--- config.mk ---
export PLATFORM = sky130hd
export DESIGN_NAME = multicycle_sequencer
export DESIGN_NICKNAME = d
export VERILOG_FILES = /design/src/rtl/multicycle_sequencer.sv
export SDC_FILE = /design/constraint.sdc
export NUM_CORES = 1
export LEC_CHECK = 0
export ABC_AREA = 1
export BUFFER_PORTS_ARGS = -buffer_cell sky130_fd_sc_hd__buf_2
export CAP_MARGIN = 20
export CORE_MARGIN = 1
export CORE_UTILIZATION = 60
export DETAILED_ROUTE_END_ITERATION = 12
export GPL_TIMING_DRIVEN = 0
export PLACE_DENSITY_LB_ADDON = 0.15
export SYNTH_ARGS = -nofsm -noshare
export SYNTH_HDL_FRONTEND = slang
export SYNTH_SLANG_ARGS = --single-unit
--- constraint.sdc ---
create_clock -name clk -period 2.3 [get_ports clk]
set_input_delay 0.345 -clock clk [delete_from_list [all_inputs] [get_ports clk]]
set_output_delay 0.345 -clock clk [all_outputs]
set_load 0.03 [all_outputs]
--- src/rtl/multicycle_sequencer.sv ---
`default_nettype none
// ============================================================================
// Module      : multicycle_sequencer
// Description : Control FSM for a multi-cycle core. It steps each instruction
//               through FETCH, DECODE, EXEC, an optional MEM and WB over
//               handshaked instruction/data memories. It drives IR capture,
//               the gated register-file write and the PC update. It also keeps
//               a retired-instruction counter and latches a sticky error when
//               a memory handshake times out.
// Ports       : clk             rising-edge clock
//               rst             asynchronous active-high reset
//               i_run           1 = execute (sampled in IDLE and WB)
//               i_imem_ack      instruction memory acknowledge
//               i_dmem_ack      data memory acknowledge
//               i_dec_load      decoded load
//               i_dec_store     decoded store
//               i_dec_reg_write decoded register write enable
//               o_imem_req      fetch request
//               o_ir_we         capture instruction into IR
//               o_dmem_req      data request
//               o_dmem_we       data request is a write
//               o_reg_we        register-file write enable (gated)
//               o_pc_we         PC update strobe
//               o_busy          sequencer not idle
//               o_error         sticky handshake timeout flag
//               o_instret       retired instruction count
// Revision    : 1.0 - initial release
// ============================================================================
module multicycle_sequencer #(
   parameter int TIMEOUT_CYCLES = 255,
   parameter int CNT_W          = 32
) (
   input  logic             clk,
   input  logic             rst,
   input  logic             i_run,
   input  logic             i_imem_ack,
   input  logic             i_dmem_ack,
   input  logic             i_dec_load,
   input  logic             i_dec_store,
   input  logic             i_dec_reg_write,
   output logic             o_imem_req,
   output logic             o_ir_we,
   output logic             o_dmem_req,
   output logic             o_dmem_we,
   output logic             o_reg_we,
   output logic             o_pc_we,
   output logic             o_busy,
   output logic             o_error,
   output logic [CNT_W-1:0] o_instret
);

   // Wait counter only needs to reach TIMEOUT_CYCLES-1.
   localparam int c_WAIT_W = (TIMEOUT_CYCLES > 1) ? $clog2(TIMEOUT_CYCLES) : 1;
   localparam logic [c_WAIT_W-1:0] c_WAIT_LAST = c_WAIT_W'(TIMEOUT_CYCLES - 1);

   typedef enum logic [2:0] {
      S_IDLE   = 3'd0,
      S_FETCH  = 3'd1,
      S_DECODE = 3'd2,
      S_EXEC   = 3'd3,
      S_MEM    = 3'd4,
      S_WB     = 3'd5,
      S_ERR    = 3'd6
   } state_t;

   state_t              r_state;
   state_t              w_state_nxt;
   logic [c_WAIT_W-1:0] r_wait_cnt;
   logic [c_WAIT_W-1:0] w_wait_nxt;
   logic [CNT_W-1:0]    r_instret;

   always_ff @(posedge clk or posedge rst) begin
      if (rst) begin
         r_state    <= S_IDLE;
         r_wait_cnt <= '0;
         r_instret  <= '0;
      end else begin
         r_state    <= w_state_nxt;
         r_wait_cnt <= w_wait_nxt;
         if (r_state == S_WB) begin
            r_instret <= r_instret + CNT_W'(1);
         end
      end
   end

   // The wait counter defaults to zero, so it is already clear on every
   // entry to FETCH or MEM; it only advances while a handshake is pending.
   // An ack in the timeout cycle is tested first, so the ack wins the tie.
   always_comb begin
      w_state_nxt = r_state;
      w_wait_nxt  = '0;
      o_imem_req  = 1'b0;
      o_ir_we     = 1'b0;
      o_dmem_req  = 1'b0;
      o_dmem_we   = 1'b0;
      o_reg_we    = 1'b0;
      o_pc_we     = 1'b0;
      o_busy      = (r_state != S_IDLE);
      o_error     = (r_state == S_ERR);

      case (r_state)
         S_IDLE: begin
            if (i_run) begin
               w_state_nxt = S_FETCH;
            end
         end
         S_FETCH: begin
            o_imem_req = 1'b1;
            if (i_imem_ack) begin
               o_ir_we     = 1'b1;
               w_state_nxt = S_DECODE;
            end else if (r_wait_cnt == c_WAIT_LAST) begin
               w_state_nxt = S_ERR;
            end else begin
               w_wait_nxt = r_wait_cnt + c_WAIT_W'(1);
            end
         end
         S_DECODE: begin
            w_state_nxt = S_EXEC;
         end
         S_EXEC: begin
            w_state_nxt = (i_dec_load | i_dec_store) ? S_MEM : S_WB;
         end
         S_MEM: begin
            o_dmem_req = 1'b1;
            o_dmem_we  = i_dec_store;
            if (i_dmem_ack) begin
               w_state_nxt = S_WB;
            end else if (r_wait_cnt == c_WAIT_LAST) begin
               w_state_nxt = S_ERR;
            end else begin
               w_wait_nxt = r_wait_cnt + c_WAIT_W'(1);
            end
         end
         S_WB: begin
            o_pc_we     = 1'b1;
            // Stores never write the register file even if decode asks to.
            o_reg_we    = i_dec_reg_write & ~i_dec_store;
            w_state_nxt = i_run ? S_FETCH : S_IDLE;
         end
         S_ERR: begin
            w_state_nxt = S_ERR;
         end
         default: begin
            w_state_nxt = S_IDLE;
         end
      endcase
   end

   assign o_instret = r_instret;

endmodule
`default_nettype wire
==> impl_metrics.toml, run 1 <==
[yosys]
syn-num-nets = 337
syn_avg_cell_area_um2 = 7.753
synth-xor-area-share_pct = 6.584
synth_compound_area_share_pct = 2.030
synthAdderAreaFrac_pct = 1.485
synth_top_family_by_area = "simple AND/OR/NAND/NOR gates"
synth_area_um2 = 2527
synth.distinct_cells = 32
synthMuxAreaShare_pct = 0
yosys.area_share.simple_pct = 39.90
yosysSeqAreaShare_pct = 42.57
synthCells = 326
ys_warn_count = 0
synth_seq_cells = 43

[grt]
grt-ovfl-total = 0
antenna_found_initial = 0
grtUsageTotal_pct = 27.90
grt_max_degree = 44
grt_pass1_vias = 2076
grt_first_pass_wirelength_mm = 9.197

[die]
core_area_um2 = 4029
boundaryPins = 48
die-area_um2 = 4476
die_w_um = 66.90
start_util_pct = 62.73
die_h_um = 66.90
core.rowCount = 23

[worst_setup_path]
max_stage_delay_ps = 330
start_kind = "flop"
criticalPathCategory = "flop to output port"
critPathBufInv = 4
rr_worst_depth = 8
required_ps = 1960
reg2reg_to = "o_instret[23]$_DFFE_PP0P_"
crit_family = "buffers and inverters"
rrSetupSlack_ps = 640
rr_startpoint = "r_state[1]$_DFFE_PP0P_"
cp-end-kind = "output port"
crit_fanout = 8
critPathMostFrequentCell = "inv_1"
crit_chain = "buf_4 > inv_1 > nor3_4 > inv_1 > nor2_1 > buf_2"
arrival_ps = 1450
cpMaxStageDelayCell = "dfrtp_1"

[place]
dp_hpwl_mm = 4.046
place.gp.congestion = 0.8867
io_buffers = 47

[power_and_ir_drop]
leakagePower_nw = 1.558
ir_drop_mv = 0.6040
p_per_area_nw_per_um2 = 670.2

[layout]
area_growth_pct = 15.00
fin_util_pct = 72.14
diodes = 0
layout-drive-gt1-share_pct = 20.73
layout.nets = 391

[clock_network]
cts-buffers-inserted = 5
cts.htree.levels = 2
postCtsSetupBuffers = 0
cts_buffer_depth = 2
cts_sinks = 43
cts.clk_slew.worst_paths_ps = 80
clockRootBuffer = "clkbuf_8"
ctsResizeCount = 0
cts_tree = "built"
hold_buffers = 0
clkLatencyLatePin_ps = 300

[sta]
max_slew_margin_pct = 40.43
tns_ps = 0
fin_crit_ps = 1799
worstMarginPinSlew_ps = 892.2
rsz0062_at_grt = "false"
fin_crit_sh_pct = 78.21
fin_worst_skew_ps = 7.962
hold_viol = 0
fmax_mhz = 555.9
setup_viol = 0
final_max_slew_viol_count = 0

[routing]
dr.pass1.iters = 4
first_iter_violations = 216
ant_nets = 0
wl_mm = 5.334
vias = 2226
wire_per_inst_um = 12.38
via_per_inst = 5.165
drc_errors = 0

[job]
maxCapViolations = 0

[outcome]
status = "finished clean"

[worst_hold_path]
hold_class = "input port to async pin"
-- final cells by class --
cell class	count	area (um^2)
multi-input cells	236	1264
fillers	346	1122
flip-flops and latches	43	1076
repair buffers	47	235.2
inverters	45	168.9
clock buffers	7	76.32
well taps	50	62.56
plain buffers	2	18.77
clock inverters	1	5.005
-- logic make-up after synthesis --
family,after synthesis
compound gates,9
xor+xnor,19
fa+ha+maj,3
buf+inv,47
flops,43
simple gates,205
-- power by group --
group	internal, W	leakage, nW	switching, W	total [W]
sequential	0.000818	0.591	0.0000665	0.000885
combinational	0.000180	0.925	0.000420	0.000600
clock	0.000213	0.0422	0.000250	0.000463
-- cell usage after synthesis --
master	instances	area share [%]
nor4_1	1	0.25
nor2_4	3	1.3
nor3_4	1	0.64
inv_2	2	0.30
nor3_1	7	1.4
nor3b_4	1	0.74
nand3_4	1	0.69
ha_1	3	1.5
and3_1	2	0.49
nor2_1	45	6.7
xor2_1	11	3.8
a21oi_1	1	0.20
nand2_2	5	1.2
o22ai_1	1	0.25
nor3b_1	1	0.30
nand3_1	13	2.6
buf_6	1	0.45
o21ai_1	2	0.40
nand4_1	19	4.7
nand2_1	91	14
xnor2_1	8	2.8
buf_4	1	0.30
inv_1	43	6.4
nor2_8	1	0.79
nand2_4	2	0.89
nand3b_1	5	1.5
o21ai_0	3	0.59
nand3_2	3	1.2
o221ai_1	1	0.35
a31oi_1	1	0.25
dfrtp_1	43	43
nor2_2	4	0.99
-- routing by layer --
layer | part of all wire, % | track usage [%] | up-vias
met5 | 0 | 0 | -
met4 | 2.0 | 10.64 | 0
met3 | 3.4 | 5.651 | 8
met2 | 45 | 44.95 | 46
met1 | 49 | 36.54 | 1026
li1 | - | - | 1146
-- worst max-delay path by stage --
| stage | startpoint | endpoint | slack (ps) | cells after the start |
|---|---|---|---|---|
| 2_1_floorplan | r_state[2]$_DFFE_PP0P_ | o_ir_we | 550 | 4 |
| 3_3_place_gp | rst | o_instret[31]$_DFFE_PP0P_ | 400 | 2 |
| 3_5_place_dp | r_state[1]$_DFFE_PP0P_ | o_instret[23]$_DFFE_PP0P_ | 690 | 8 |
| 4_1_cts | r_state[0]$_DFFE_PP0P_ | o_ir_we | 480 | 6 |
| 5_1_grt | r_state[0]$_DFFE_PP0P_ | o_ir_we | 380 | 6 |
| 6_report | r_state[0]$_DFFE_PP0P_ | o_ir_we | 500 | 6 |
-- flip-flops by register name (all words and copies together), names as in the netlist --
register / flops
o_instret: 32
r_wait_cnt: 8
r_state: 3
-- per-stage QoR --
stage / instance area (um^2) / hold WS (ps) / total power [W] / cells / setup slack [ps]
global route: 2907 / 314.3 / 0.002067 / 431 / 375.2
global placement: 2825 / 449.3 / 0.001485 / 423 / 399.2
detailed placement: 2825 / 456.5 / 0.001499 / 423 / 691.5
CTS: 2907 / 261.0 / 0.001965 / 431 / 480.7
finish: 2907 / 232.2 / 0.001948 / 431 / 501.1
floorplan: 2527 / 432.2 / 0.001359 / 326 / 545.5
-- cells in the final DEF (no fill, tap or decap), drive strengths merged, types with 5 or more instances in the layout --
cell type,netlist,layout
nand2,98,98
nor2,53,53
buf,2,49
inv,45,45
dfrtp,43,43
nand4,19,19
nand3,17,17
xor2,11,11
xnor2,8,8
nor3,8,8
clkbuf,0,7
nand3b,5,5
o21ai,5,5
Note: power is estimated with default switching activity, not from simulation.
==> run 2: changes to the inputs <==
Settings changed: CORE_UTILIZATION 60 to 50.
Clock period 2.3 ns to 1.55 ns, I/O delays scaled along.
==> run 2 against run 1 <==
Non-clock buffer count up 20. Largest cell class unchanged. Power up 67%. Critical path type unchanged. Combinational power rose by 110%.
==> impl_metrics.toml, run 2 (synthesis gave the netlist of run 1 again) <==
[power_and_ir_drop]
leakagePower_nw = 1.686
ir_drop_mv = 0.9573
p_per_area_nw_per_um2 = 980.7
finalPower_w = 0.003249

[layout]
multiInputGateArea_um2 = 1429
area_growth_pct = 31.09
layout_commonest_cell = "nand2_1"
fin_util_pct = 69.23
layout_common_cells = "88 x nand2_1, 42 x buf_2, 40 x inv_1"
largest_reg_flops = 32
fillers = 386
seq_area_um2 = 1082
stdcell_area_um2 = 3313
layout.nets = 411
layout-drive-gt1-share_pct = 32.67
diodes = 0

[sta]
fmax_mhz = 645.2
fin_worst_skew_ps = 7.043
setup_ws_ps = 0.08460
fin_crit_sh_pct = 99.99
final_max_slew_viol_count = 0
setup_viol = 0
hold_viol = 0
rsz0062_at_grt = "true"
tns_ps = 0
fin_crit_ps = 1550
max_slew_margin_pct = 76.94
worstMarginPinSlew_ps = 342.7

[job]
maxCapViolations = 0

[die]
core_area_um2 = 4786
core.rowCount = 25
die-area_um2 = 5343
die_h_um = 73.10
boundaryPins = 48
start_util_pct = 52.81
die_w_um = 73.10

[grt]
grt_first_pass_wirelength_mm = 9.473
grt_max_degree = 44
grt-ovfl-total = 0
grt_pass1_vias = 2063
antenna_found_initial = 0
grtUsageTotal_pct = 23.38

[routing]
dr.pass1.iters = 4
vias = 2345
first_iter_violations = 154
wire_per_inst_um = 12.34
wl_mm = 5.777
drc_errors = 0
via_per_inst = 5.011
ant_nets = 0

[clock_network]
cts.htree.levels = 2
clockRootBuffer = "clkbuf_8"
cts-buffers-inserted = 5
clkLatencyLatePin_ps = 300
cts_tree = "built"
cts.clk_slew.worst_paths_ps = 80
cts_sinks = 43
cts_buffer_depth = 2

[worst_setup_path]
crit_fanout = 6
criticalPathCategory = "flop to output port"
max_stage_delay_ps = 350
required_ps = 1320
cp-end-kind = "output port"
crit_chain = "buf_6 > inv_6 > nor3_4 > inv_2 > nor2_4 > buf_6"
critPathMostFrequentCell = "buf_6"
cpMaxStageDelayCell = "dfrtp_1"
arrival_ps = 1320
start_kind = "flop"

[outcome]
status = "finished clean"

[place]
place_ws_ps = -33.80
dp_hpwl_mm = 4.042
dpl-instance-area_um2 = 2870
io_buffers = 47
place.gp.congestion = 0.8176

[worst_hold_path]
hold_class = "input port to flop"
run 2: cell types whose count changed in the layout (fill, tap and decap cells not counted), sizes merged:
| cell | delta |
|---|---|
| dlygate4sd3 | +1 |
| buf | +19 |
run 2: per-layer routing:
| metal | global-route usage [%] | vias to the layer above | share of wire, % |
|---|---|---|---|
| met5 | 0 | - | 0 |
| met4 | 6.536 | 0 | 0.74 |
| met3 | 4.282 | 7 | 4.3 |
| met2 | 35.80 | 61 | 46 |
| met1 | 33.87 | 1089 | 49 |
| li1 | - | 1188 | - |
run 2: power breakdown:
group | leakage (nW) | internal, W | switching (W) | total, W
logic | 1.06 | 0.000488 | 0.000741 | 0.00123
registers | 0.584 | 0.00122 | 0.000107 | 0.00133
clock network | 0.0422 | 0.000317 | 0.000376 | 0.000693
total | 1.69 | 0.00203 | 0.00122 | 0.00325
run 2: per-stage QoR:
step | cells | hold WS [ps]
6_report | 468 | 223.8
5_1_grt | 468 | 248.9
4_1_cts | 456 | 218.7
3_5_place_dp | 441 | 297.0
3_3_place_gp | 440 | 450.9
2_1_floorplan | 326 | 423.0
run 2: timing repair:
| item | 4_1_cts | 5_1_grt |
|---|---|---|
| endpoints found under the hold margin | 43 | 0 |
| hold buffers | 1 | 0 |
| setup endpoints to repair | 14 | 33 |
| setup buffers | 6 | 12 |
| cloned | 0 | 0 |
| gates resized for setup | 12 | 54 |
| pin swaps | 2 | 9 |
run 2: final timing paths:
| kind | from | endpoint | slack (ps) | cells after the start |
|---|---|---|---|---|
| max in group asynchronous | rst | o_instret[2]$_DFFE_PP0P_ | 810 | 4 |
| worst max-delay path | r_state[0]$_DFFE_PP0P_ | o_ir_we | 0.08 | 6 |
| worst min-delay path | i_run | r_state[0]$_DFFE_PP0P_ | 220 | 5 |
| worst min register to register | r_wait_cnt[0]$_DFF_PP0_ | r_wait_cnt[0]$_DFF_PP0_ | 470 | 1 |
| worst max register to register | r_state[1]$_DFFE_PP0P_ | o_instret[22]$_DFFE_PP0P_ | 40 | 9 |
| min in group asynchronous | rst | o_instret[16]$_DFFE_PP0P_ | 510 | 4 |
run 2: layout make-up:
cell class	instances	area share [%]
plain buffers	2	0.6798
clock buffers	7	2.304
clock inverters	1	0.1511
inverters	45	5.400
multi-input cells	236	43.13
flip-flops and latches	43	32.67
well taps	67	2.530
repair buffers	67	13.14
run 2: worst max-delay path, delay by kind of cell (launching register included):
| kind | cells | cell delay (ps) |
|---|---|---|
| DFF | 1 | 350 |
| and+or+nand+nor | 2 | 290 |
| buffers and inverters | 4 | 370 |
==> run 3: changes to the inputs <==
Settings changed: CORE_ASPECT_RATIO set to 0.75.
==> run 3 against run 2 <==
The flow now finishes with violations (DRC, setup timing). Die area about the same. Via count up 1.2%. Cell count down 1.3%. Routed wire length up 7.4%. Largest cell class unchanged. Highest routed layer unchanged.
==> impl_metrics.toml, run 3 (synthesis gave the netlist of run 1 again) <==
[outcome]
status = "finished with violations"
violations = "DRC, setup timing"

[grt]
grt_max_degree = 39
grt-ovfl-total = 0
grt_pass1_vias = 2074
antenna_found_initial = 0
grt_first_pass_wirelength_mm = 9.984
grtUsageTotal_pct = 23.84

[layout]
layout-drive-gt1-share_pct = 33.58
final_cells = 462
fillers = 417
layout.nets = 412
diodes = 0
largest_reg_flops = 32
fin_util_pct = 68.44
area_growth_pct = 31.93
layout_commonest_cell = "nand2_1"
layout_common_cells = "86 x nand2_1, 41 x buf_2, 39 x inv_1"

[clock_network]
clkLatencyLatePin_ps = 290
cts-buffers-inserted = 5
clockRootBuffer = "clkbuf_8"
cts_buffer_depth = 2
cts.htree.levels = 2
cts.clk_slew.worst_paths_ps = 80
cts_sinks = 43
cts_tree = "built"

[sta]
setup_viol = 2
fmax_mhz = 628.8
worstMarginPinSlew_ps = 321.6
max_slew_margin_pct = 78.50
fin_worst_skew_ps = 3.551
rsz0062_at_grt = "true"
final_max_slew_viol_count = 0
fin_crit_sh_pct = 102.6
tns_ps = -46.38
setup_ws_ps = -40.31
hold_viol = 0
fin_hold_ws_ps = 232.7
fin_crit_ps = 1590

[routing]
vias = 2372
wire_per_inst_um = 13.44
dr.pass1.iters = 8
drc_errors = 6
ant_nets = 0
first_iter_violations = 141
wl_mm = 6.207
via_per_inst = 5.134

[worst_setup_path]
cp-end-kind = "output port"
required_ps = 1320
crit_fanout = 8
reg2reg_to = "o_instret[12]$_DFFE_PP0P_"
crit_start = "r_state[2]$_DFFE_PP0P_"
rrSetupSlack_ps = 10
endpoint = "o_ir_we"
rr_startpoint = "r_state[0]$_DFFE_PP0P_"
start_kind = "flop"
rr_worst_depth = 8
criticalPathCategory = "flop to output port"
arrival_ps = 1360

[worst_hold_path]
holdPathStages = 5
hold_class = "input port to flop"

[power_and_ir_drop]
leakagePower_nw = 1.708
seqPwrFrac_pct = 39.0
ir_drop_mv = 0.9855
p_per_area_nw_per_um2 = 1016
power_switching_w = 0.001303
pwr-share-clk_pct = 20.6
p_sw_share_pct = 38.45
power_frac_comb_pct = 40.4
p_int_w = 0.002086

[die]
die_h_um = 63.57
boundaryPins = 48
die_w_um = 84.10
start_util_pct = 51.87
core.rowCount = 22
die-area_um2 = 5346
core_area_um2 = 4872

[place]
io_buffers = 47
place.gp.congestion = 0.8380
place_ws_ps = -20.72
dp.cells = 434
dp_hpwl_mm = 4.199

[job]
maxCapViolations = 0
==> run 3: cell types whose count changed in the layout (fill, tap and decap cells not counted), sizes merged <==
cell and delta:
buf +1, clkinvlp +1, clkbuf -1
==> run 3: worst min path at each step <==
stage	start	end	slack (ps)
2_1_floorplan	i_run	r_state[0]$_DFFE_PP0P_	420
3_3_place_gp	r_wait_cnt[0]$_DFF_PP0_	r_wait_cnt[0]$_DFF_PP0_	450
3_5_place_dp	rst	r_wait_cnt[5]$_DFF_PP0_	130
4_1_cts	i_run	r_state[0]$_DFFE_PP0P_	230
5_1_grt	i_run	r_state[0]$_DFFE_PP0P_	260
6_report	i_run	r_state[0]$_DFFE_PP0P_	230
==> run 3: per-stage QoR <==
step / total power (W) / instance area [um^2]
after floorplan: 0.002023 / 2531
after global placement: 0.002226 / 2841
after detailed placement: 0.002245 / 2861
after CTS: 0.003205 / 3068
after global routing: 0.003585 / 3334
final: 0.003389 / 3334
==> run 3: layer usage <==
layer	part of all wire (%)	routed length [um]	track usage, %
met5	0	0	0
met2	44	2706	34.12
met1	49	3064	36.58
met3	4.6	286	4.194
met4	2.4	149	6.897
==> run 3: layout make-up <==
type	instances	area, um^2	share of cell area, %
clock buffers	6	72.57	2.176
well taps	60	75.07	2.251
plain buffers	2	22.52	0.6754
inverters	45	178.9	5.366
flip-flops and latches	43	1084	32.50
clock inverters	2	12.51	0.3752
multi-input cells	236	1435	43.04
repair buffers	68	454.2	13.62
==> run 3: power by group through the flow <==
stage	Combinational (W)	Sequential, W	Clock, W
finish	0.00137	0.00132	0.000698
global route	0.00146	0.00134	0.000781
CTS	0.00116	0.00132	0.000719
detailed placement	0.000906	0.00134	0
global placement	0.000888	0.00134	0
floorplan	0.000618	0.00140	0
==> run 3: critical path, cell delays in order (launching register included) <==
cell	delay (ps)
dfrtp_1	380
buf_6	140
nor3_4	210
inv_2	80
nor2_4	110
buf_6	150
==> run 3: what timing repair did <==
item                                   CTS  global route
hold buffers                             1             0
endpoints found under the hold margin    5             0
setup endpoints to repair               13            31
pin swaps                                3            15
buffers inserted                         7            12
resized for setup                       18            50
